$ cat src/rtl/rs544_decoder_pkg.sv
// rs544_decoder_pkg: shared RS(544,522) decoder constants, syndrome types and buffer state encoding
package rs544_decoder_pkg;
  localparam int RS_J = 22;
  localparam int RS_SW = 10;
  localparam int RS_TAG_W = 4;
  typedef logic [0:RS_J-1][RS_SW-1:0] synd_vec_t;
  typedef struct packed {
    synd_vec_t s;
    logic [RS_TAG_W-1:0] tag;
    logic err_free;
  } synd_entry_t;
  typedef enum logic [1:0] {EMPTY = 2'd0, ONE = 2'd1, TWO = 2'd2} buf_state_t;
endpackage

$ cat src/rtl/syndrome_collector_if.sv
// syndrome_collector_if: valid/ready hand-off of one syndrome set to the key-equation solver
interface syndrome_collector_if;
  import rs544_decoder_pkg::*;
  logic valid;
  logic ready;
  synd_vec_t synd;
  logic [RS_TAG_W-1:0] tag;
  logic err_free;
  modport master(output valid, synd, tag, err_free, input ready);
  modport slave(input valid, synd, tag, err_free, output ready);
endinterface

$ cat src/rtl/synd_zero_detect.sv
// synd_zero_detect: flags a syndrome vector whose bits are all zero (error-free codeword)
module synd_zero_detect
  import rs544_decoder_pkg::*;
(
  input  synd_vec_t s,
  output logic      zero
);
  assign zero = ~|s;
endmodule

$ cat src/rtl/syndrome_collector.sv
// syndrome_collector: captures, tags and ping-pong buffers RS(544,522) syndrome sets for the solver.
// Optional statistics counters are built when SYND_COLLECTOR_STATS_EN is defined.
module syndrome_collector
  import rs544_decoder_pkg::*;
#(
  parameter int J = RS_J,
  parameter int SW = RS_SW,
  parameter int DEPTH = 2,
  parameter int TAG_W = RS_TAG_W
) (
  input  logic                  clk_i,
  input  logic                  rst_ni,
  input  logic                  s_valid_i,
  input  logic [SW-1:0]         s_i [0:J-1],
  syndrome_collector_if.master  synd,
  output logic                  overflow_o,
  output logic [15:0]           drop_cnt_o,
  output logic [31:0]           cw_total_o,
  output logic [31:0]           cw_err_o
);
  buf_state_t state, state_nxt;
  synd_entry_t mem [DEPTH];
  synd_vec_t s_vec;
  logic s_zero;
  logic wp, rp;
  logic [TAG_W-1:0] tag_cnt;
  logic pop, push, drop, full;

  assign full = (state == TWO);
  assign pop = synd.valid && synd.ready;
  assign push = s_valid_i && (!full || pop);
  assign drop = s_valid_i && full && !pop;

  // repack the lane array into the shared syndrome vector type
  always_comb begin
    s_vec = '0;
    for (int k = 0; k < J; k++) s_vec[k] = s_i[k];
  end

  synd_zero_detect u_zero (
    .s    (s_vec),
    .zero (s_zero)
  );

  // occupancy state register
  always_ff @(posedge clk_i or negedge rst_ni) begin
    if (!rst_ni) state <= EMPTY;
    else state <= state_nxt;
  end

  // occupancy transitions; a push into a full buffer only happens alongside a pop
  always_comb begin
    state_nxt = state;
    unique case (state)
      EMPTY:   state_nxt = push ? ONE : EMPTY;
      ONE:     state_nxt = (push && !pop) ? TWO : (pop && !push) ? EMPTY : ONE;
      TWO:     state_nxt = (pop && !push) ? ONE : TWO;
      default: state_nxt = EMPTY;
    endcase
  end

  // entry storage, pointers, tag counter and drop bookkeeping
  always_ff @(posedge clk_i or negedge rst_ni) begin
    if (!rst_ni) begin
      for (int i = 0; i < DEPTH; i++) mem[i] <= '0;
      wp <= 1'b0;
      rp <= 1'b0;
      tag_cnt <= '0;
      overflow_o <= 1'b0;
      drop_cnt_o <= '0;
    end else begin
      if (push) begin
        mem[wp] <= {s_vec, tag_cnt, s_zero};
        wp <= ~wp;
        tag_cnt <= tag_cnt + 1'b1;
      end
      if (pop) rp <= ~rp;
      overflow_o <= drop;
      if (drop && !(&drop_cnt_o)) drop_cnt_o <= drop_cnt_o + 16'd1;
    end
  end

  assign synd.valid = (state != EMPTY);
  assign synd.synd = mem[rp].s;
  assign synd.tag = mem[rp].tag;
  assign synd.err_free = mem[rp].err_free;

`ifdef SYND_COLLECTOR_STATS_EN
  // saturating counts of accepted sets and of accepted sets carrying errors
  always_ff @(posedge clk_i or negedge rst_ni) begin
    if (!rst_ni) begin
      cw_total_o <= '0;
      cw_err_o <= '0;
    end else begin
      if (push && !(&cw_total_o)) cw_total_o <= cw_total_o + 32'd1;
      if (push && !s_zero && !(&cw_err_o)) cw_err_o <= cw_err_o + 32'd1;
    end
  end
`else
  assign cw_total_o = '0;
  assign cw_err_o = '0;
`endif
endmodule

$ cat src/flat_wrapper.sv
// flat-port wrapper written by rule: the top's interface ports become plain ports
module syndrome_collector_flat import rs544_decoder_pkg::*;
#(
  parameter int J = RS_J,
  parameter int SW = RS_SW,
  parameter int DEPTH = 2,
  parameter int TAG_W = RS_TAG_W
)
  (clk_i, rst_ni, s_valid_i, s_i, overflow_o, drop_cnt_o, cw_total_o, cw_err_o, synd_valid, synd_synd, synd_tag, synd_err_free, synd_ready);
  syndrome_collector_if synd_i ();
  input  logic clk_i;
  input  logic rst_ni;
  input  logic s_valid_i;
  input  logic [SW-1:0] s_i[0:J-1];
  output logic overflow_o;
  output logic [15:0] drop_cnt_o;
  output logic [31:0] cw_total_o;
  output logic [31:0] cw_err_o;
  output wire logic [$bits(synd_i.valid)-1:0] synd_valid;
  output wire logic [$bits(synd_i.synd)-1:0] synd_synd;
  output wire logic [$bits(synd_i.tag)-1:0] synd_tag;
  output wire logic [$bits(synd_i.err_free)-1:0] synd_err_free;
  input wire logic [$bits(synd_i.ready)-1:0] synd_ready;
  assign synd_valid = synd_i.valid;
  assign synd_synd = synd_i.synd;
  assign synd_tag = synd_i.tag;
  assign synd_err_free = synd_i.err_free;
  assign synd_i.ready = synd_ready;
  syndrome_collector #(.J(J), .SW(SW), .DEPTH(DEPTH), .TAG_W(TAG_W)) u_core (.clk_i(clk_i), .rst_ni(rst_ni), .s_valid_i(s_valid_i), .s_i(s_i), .synd(synd_i), .overflow_o(overflow_o), .drop_cnt_o(drop_cnt_o), .cw_total_o(cw_total_o), .cw_err_o(cw_err_o));
endmodule
$ cat config.mk
export PLATFORM = sky130hd
export DESIGN_NAME = syndrome_collector_flat
export DESIGN_NICKNAME = d
export VERILOG_FILES = /design/src/rtl/rs544_decoder_pkg.sv /design/src/rtl/syndrome_collector_if.sv /design/src/rtl/synd_zero_detect.sv /design/src/rtl/syndrome_collector.sv /design/src/flat_wrapper.sv
export SDC_FILE = /design/constraint.sdc
export NUM_CORES = 1
export LEC_CHECK = 0
export BUFFER_PORTS_ARGS = -buffer_cell sky130_fd_sc_hd__buf_2
export CAP_MARGIN = 20
export CELL_PAD_IN_SITES_DETAIL_PLACEMENT = 0
export CELL_PAD_IN_SITES_GLOBAL_PLACEMENT = 1
export CORE_MARGIN = 5
export CORE_UTILIZATION = 47
export DETAILED_ROUTE_END_ITERATION = 16
export GPL_TIMING_DRIVEN = 0
export PLACE_DENSITY_LB_ADDON = 0.1
export SLEW_MARGIN = 20
export SYNTH_ARGS = -nofsm -noshare
export SYNTH_HDL_FRONTEND = slang
export SYNTH_SLANG_ARGS = --single-unit
export TNS_END_PERCENT = 5
$ cat constraint.sdc
create_clock -name clk_i -period 3.8 [get_ports clk_i]
set_clock_uncertainty 0.05 [all_clocks]
set_input_delay 0.57 -clock clk_i [delete_from_list [all_inputs] [get_ports clk_i]]
set_output_delay 0.57 -clock clk_i [all_outputs]
set_load 0.005 [all_outputs]
Word level (Yosys, flattened, before mapping). Index checks and enable logic that the tools add are counted.

Output and inout bits: 307. Logic and storage cells: 94. Flip-flop bits (word level): 475. Input port bits: 224.

Order comparisons: 3. Add/sub/neg operators: 2. Multiplexer cells: 11. Equal/unequal tests: 2. Bitwise operators: 4. Reductions and logical operators: 18.

Operator list (count): $mux 225 (4); $bwmux 450 (1); $demux 225 s1 (1); $reduce_or 220->1 (1); $add 16x1->16 const B (1); $reduce_and 16->1 (1); $logic_and 1x1->1 (8); $pmux 2 s3 (1); $logic_not 1->1 (5); $add 4x1->4 const B (1); $ge 2x2->1 const B (2); $mux 2 (2); $not 1->2 (2); $eq 2x1->1 const B (1); $eq 2x2->1 const B (1); $logic_not 2->1 (1); $lt 2x1->1 const B (1); $mux 1 (2); $not 1->1 (2); $reduce_bool 2->1 (1); $logic_or 1x1->1 (1).

Logic depth before layout (Yosys ltp).
Depth after elaboration: 9. Gate-level depth with buffers: 7. Mapped depth without buffers: 6.

Modules after synthesis. A second synthesis with hierarchy kept.

Cell total of the unflattened synthesis: 1446. Area, all modules: 21355.5 um^2.

Modules (own cells, without submodules): syndrome_collector (seq. area each 11886.4 um^2, area an instance 20877.5 um^2, instances 1, cells each 1370); synd_zero_detect (seq. area each 0.0 um^2, area an instance 478.0 um^2, instances 1, cells each 76).

Least setup slack after synthesis. No wires, ideal clock.

Path type: reg2out. From: register u_core.rp. To: output synd_synd[192]. Buffers on the path: 3. Data required time: 3180 ps. Path slack: 1665 ps. Arrival time: 1515 ps. Cell stages (with the launch flop): 5. Cell sequence: dfrtp_1 clkbuf_1 clkbuf_1 buf_2 mux2_2.

Longest elaborated chain between the ends: 4.

Ends and longest elaborated chain: start: declaration (RTL line syndrome_collector.sv:25) `logic wp, rp;`; start signal: assignment (RTL line syndrome_collector.sv:77) `if (pop) rp <= ~rp;`; $not 1->2 (not written as such) (RTL line syndrome_collector.sv:84) `assign synd.synd = mem[rp].s;`; $mux 225 (not written as such) (3 in series) (RTL line syndrome_collector.sv:84); end: declaration (RTL line flat_wrapper.sv:20) `output wire logic [$bits(synd_i.synd)-1:0] synd_synd;`.

Every way passes these cells. The select of a mux whose other input is x is not followed.

Worst setup path in the final report.
From: register u_core.rp. To: output synd_synd[202].

Same word-level chain as after synthesis.

==> flow_metrics.env <==
export IMPL_num_vias=13800
export IMPL_path_buf_inv=4
export IMPL_hold_viol=0
export IMPL_wl_per_cell_um=21.9
export IMPL_finalCritPeriodShare=0.940
export IMPL_place_port_buffers=466
export IMPL_yosysTopAreaCellShare=0.558
export IMPL_first_global_vias=14900
export IMPL_use_met3=0.0608
export IMPL_reg2reg_slack_ps=1290
export IMPL_maxSlewViolCount=0
export IMPL_postRouteAntennaNets=0
export IMPL_synth_warnings=0
export IMPL_die_area_um2=49700
export IMPL_async_flop_share=1.00
export IMPL_clk_pin_slew_ps=60
export IMPL_cp_end_kind="output pin"
export IMPL_grt_busiest_layer="met2"
export IMPL_viasPerCell=5.17
export IMPL_syn_area_um2=21300
export IMPL_fin_nets=2260
export IMPL_grt_pass1_wl_mm=89.7
export IMPL_worstSetupStartpoint="u_core.rp$_DFFE_PN0P_"
export IMPL_gp_congestion=0.827
export IMPL_finalSetupTns_ps=0
export IMPL_relSlewSlack=0.478
export IMPL_start_util=0.473
export IMPL_synth_adder_area_share=0.00117
export IMPL_hpwlAfterDp_mm=44.2
export IMPL_cts_tree="built"
export IMPL_crit_chain="clkbuf_1 -> clkbuf_1 -> buf_2 -> mux2_2 -> buf_2"
export IMPL_final_util=0.587
export IMPL_synthSimpleGateAreaFrac=0.0345
export IMPL_startpoint_type="flop"
export IMPL_ir_drop_v=0.000496
export IMPL_cts_max_level=2
export IMPL_syn_avg_cell_area_um2=14.7
export IMPL_cts_max_path_buffers=3
export IMPL_ys_seq_area_frac=0.558
export IMPL_fp_dieH_um=223
export IMPL_clkSinkCount=475
export IMPL_synthTopCellsByArea="dfrtp_1 56%, mux2_2 36%, buf_4 2.3%, nor4_1 1.7%, buf_2 1.2%"
export IMPL_dr_pass1_iters=4
export IMPL_num_rows=78
export IMPL_die_w_um=223
export IMPL_use_met2=0.382
export IMPL_areaGrowthSynthToFinish_pct=24.3
export IMPL_yosys_area_share_xor_xnor=0.00822
export IMPL_grt_util_met1=0.299
export IMPL_final_cells=2677
export IMPL_crit_path_end="synd_synd[202]"
export IMPL_synth_top_family_by_area="multiplexers"
export IMPL_required_ps=3180
export IMPL_reg2reg_from="u_core.state[0]$_DFF_PN0_"
export IMPL_clk_latency_ps=580
export IMPL_r2r_cells=6
export IMPL_ctsResizeCount=0
export IMPL_cpMaxStageDelayCell="clkbuf_1"
export IMPL_power_mw=23.3
export IMPL_initialDrtViolationCount=600
export IMPL_synth_ff_type="dfrtp_1"
export IMPL_cp_top_family="buffers and inverters"
export IMPL_crit_path_max_incr_delay_ps=640
export IMPL_root_buffer="clkbuf_16"
export IMPL_gr_total_overflow=0
export IMPL_drive_gt1_frac=0.650
export IMPL_rr_endpoint="u_core.mem[266]$_DFFE_PN0P_"
export IMPL_synthCells=1446
export IMPL_fmax_mhz=280
export IMPL_synth_compound_area_frac=0.00264
export IMPL_synth_edf_count=0
export IMPL_worstMarginPinSlew_ps=775
export IMPL_dp_cells=2580
export IMPL_ioPinCount=531
export IMPL_p_per_area_nw_per_um2=880
export IMPL_synthMuxAreaShare=0.356
export IMPL_cts_buffers=51
export IMPL_grt_max_degree=98
export IMPL_ys_ff_latch=475
export IMPL_outcome="completed"
export IMPL_coreArea_um2=45100
export IMPL_rsz0062_at_grt="false"
export IMPL_min_path_type="primary input to flop"
export IMPL_yosysTopAreaCell="dfrtp_1"
export IMPL_max_cap_viol_count=0
export IMPL_cp_max_fo=10
export IMPL_cp_num_cells=5
export IMPL_antenna_found_initial=10
export IMPL_wl_mm=58.5
export IMPL_ys_types=34
export IMPL_fin_crit_ps=3570
export IMPL_hold_slack_ps=197
export IMPL_grt_total_usage=0.231
export IMPL_setup_violations=0
export IMPL_path_class="flop to output pin"
export IMPL_critPathArrivalTime_ps=2950
export IMPL_leakage_nw=12.1
export IMPL_drc=0
-- layout make-up --
class | count | area (um2)
diodes | 6 | 15.0
inverters | 3 | 11.3
well taps | 600 | 751
fillers | 3801 | 18600
multi-input cells | 892 | 8810
clock buffers | 75 | 1500
plain buffers | 139 | 833
clock inverters | 15 | 185
repair buffers | 472 | 2490
flip-flops and latches | 475 | 11900
-- layer usage --
metal  vias up  wire, um
met5         -        61
met4        10      1850
met3       105      3830
met2       352     28600
met1      7050     24100
li1       6319         -
-- worst min path at each step --
stage / cells past startpoint / slack, ps / endpoint / from
after detailed placement: 2 / 430 / u_core.mem[0]$_DFFE_PN0P_ / u_core.mem[0]$_DFFE_PN0P_
after global placement: 2 / 430 / u_core.mem[0]$_DFFE_PN0P_ / u_core.mem[0]$_DFFE_PN0P_
after global routing: 2 / 180 / u_core.mem[47]$_DFFE_PN0P_ / s_i[42]
after floorplan: 0 / 220 / u_core.drop_cnt_o[0]$_DFFE_PN0P_ / rst_ni
after CTS: 2 / 150 / u_core.mem[244]$_DFFE_PN0P_ / s_i[14]
final: 2 / 200 / u_core.mem[118]$_DFFE_PN0P_ / s_i[113]
-- worst reg2reg max path: stages, from the launching register on --
cell	delay (ps)
dfrtp_1	400
nand2b_1	170
o21ai_1	170
nor2_2	420
buf_2	400
buf_2	390
mux2_2	390
-- through the flow --
stage          setup WS, ps  cell area [um2]
2_1_floorplan          1670            21500
3_3_place_gp          -7340            24600
3_5_place_dp            774            24800
4_1_cts                 101            26500
5_1_grt                46.1            26500
6_report                229            26500
-- power breakdown --
group,internal (mW),switching [mW],leakage (nW)
sequential,7.56,1.15,5.62
clock,2.98,1.97,0.832
combinational,5.47,4.16,5.65
-- state kept, by name, summed over array words and instances, names as in the netlist --
| signal | count |
|---|---|
| u_core.rp | 1 |
| u_core.state | 2 |
| u_core.wp | 1 |
| u_core.tag_cnt | 4 |
| u_core.drop_cnt_o | 16 |
| u_core.mem | 450 |
| u_core.overflow_o | 1 |
-- cells by family after synthesis --
logic type	count (synthesis)
flip-flops	475
XOR/XNOR	20
AND/OR/NAND/NOR	124
multiplexers	673
buffers and inverters	142
other	1
AO/OA/AOI/OAI	9
adder cells (fa/ha/maj)	2
-- what timing repair did --
item | CTS | global route
hold buffers | 1 | 0
buffers inserted | 0 | 0
hold endpoints to repair | 71 | 0
endpoints found under the setup margin | 0 | 0
-- synthesized netlist by cell type (all sizes together), types with 2 or more instances --
cell type,n
xnor2,15
and3,3
nor2,7
nand4,21
clkbuf,23
and4,2
buf,116
mux2,673
or2,2
ha,2
nand3,7
nand2b,3
nand2,16
o22ai,3
inv,3
nor4,57
o21ai,2
dfrtp,475
nor3,2
xor2,5
-- layout by cell type (no fill, tap or decap), types with 2 or more instances in the layout --
cell,n
mux2_2,672
buf_2,516
dfrtp_1,475
buf_4,64
conb_1,64
nor4_1,57
clkbuf_16,51
clkbuf_1,34
nand4_1,21
nand2_1,16
xnor2_1,15
clkbuf_8,13
clkinv_2,8
nand3_1,7
diode_2,6
nor2_1,6
xor2_1,5
buf_16,5
bufinv_16,4
nand2b_1,3
o22ai_1,3
inv_1,3
and3_1,3
and4_4,2
or2_2,2
nor3_1,2
ha_1,2
inv_6,2
Power figures use the tool's default switching activity.
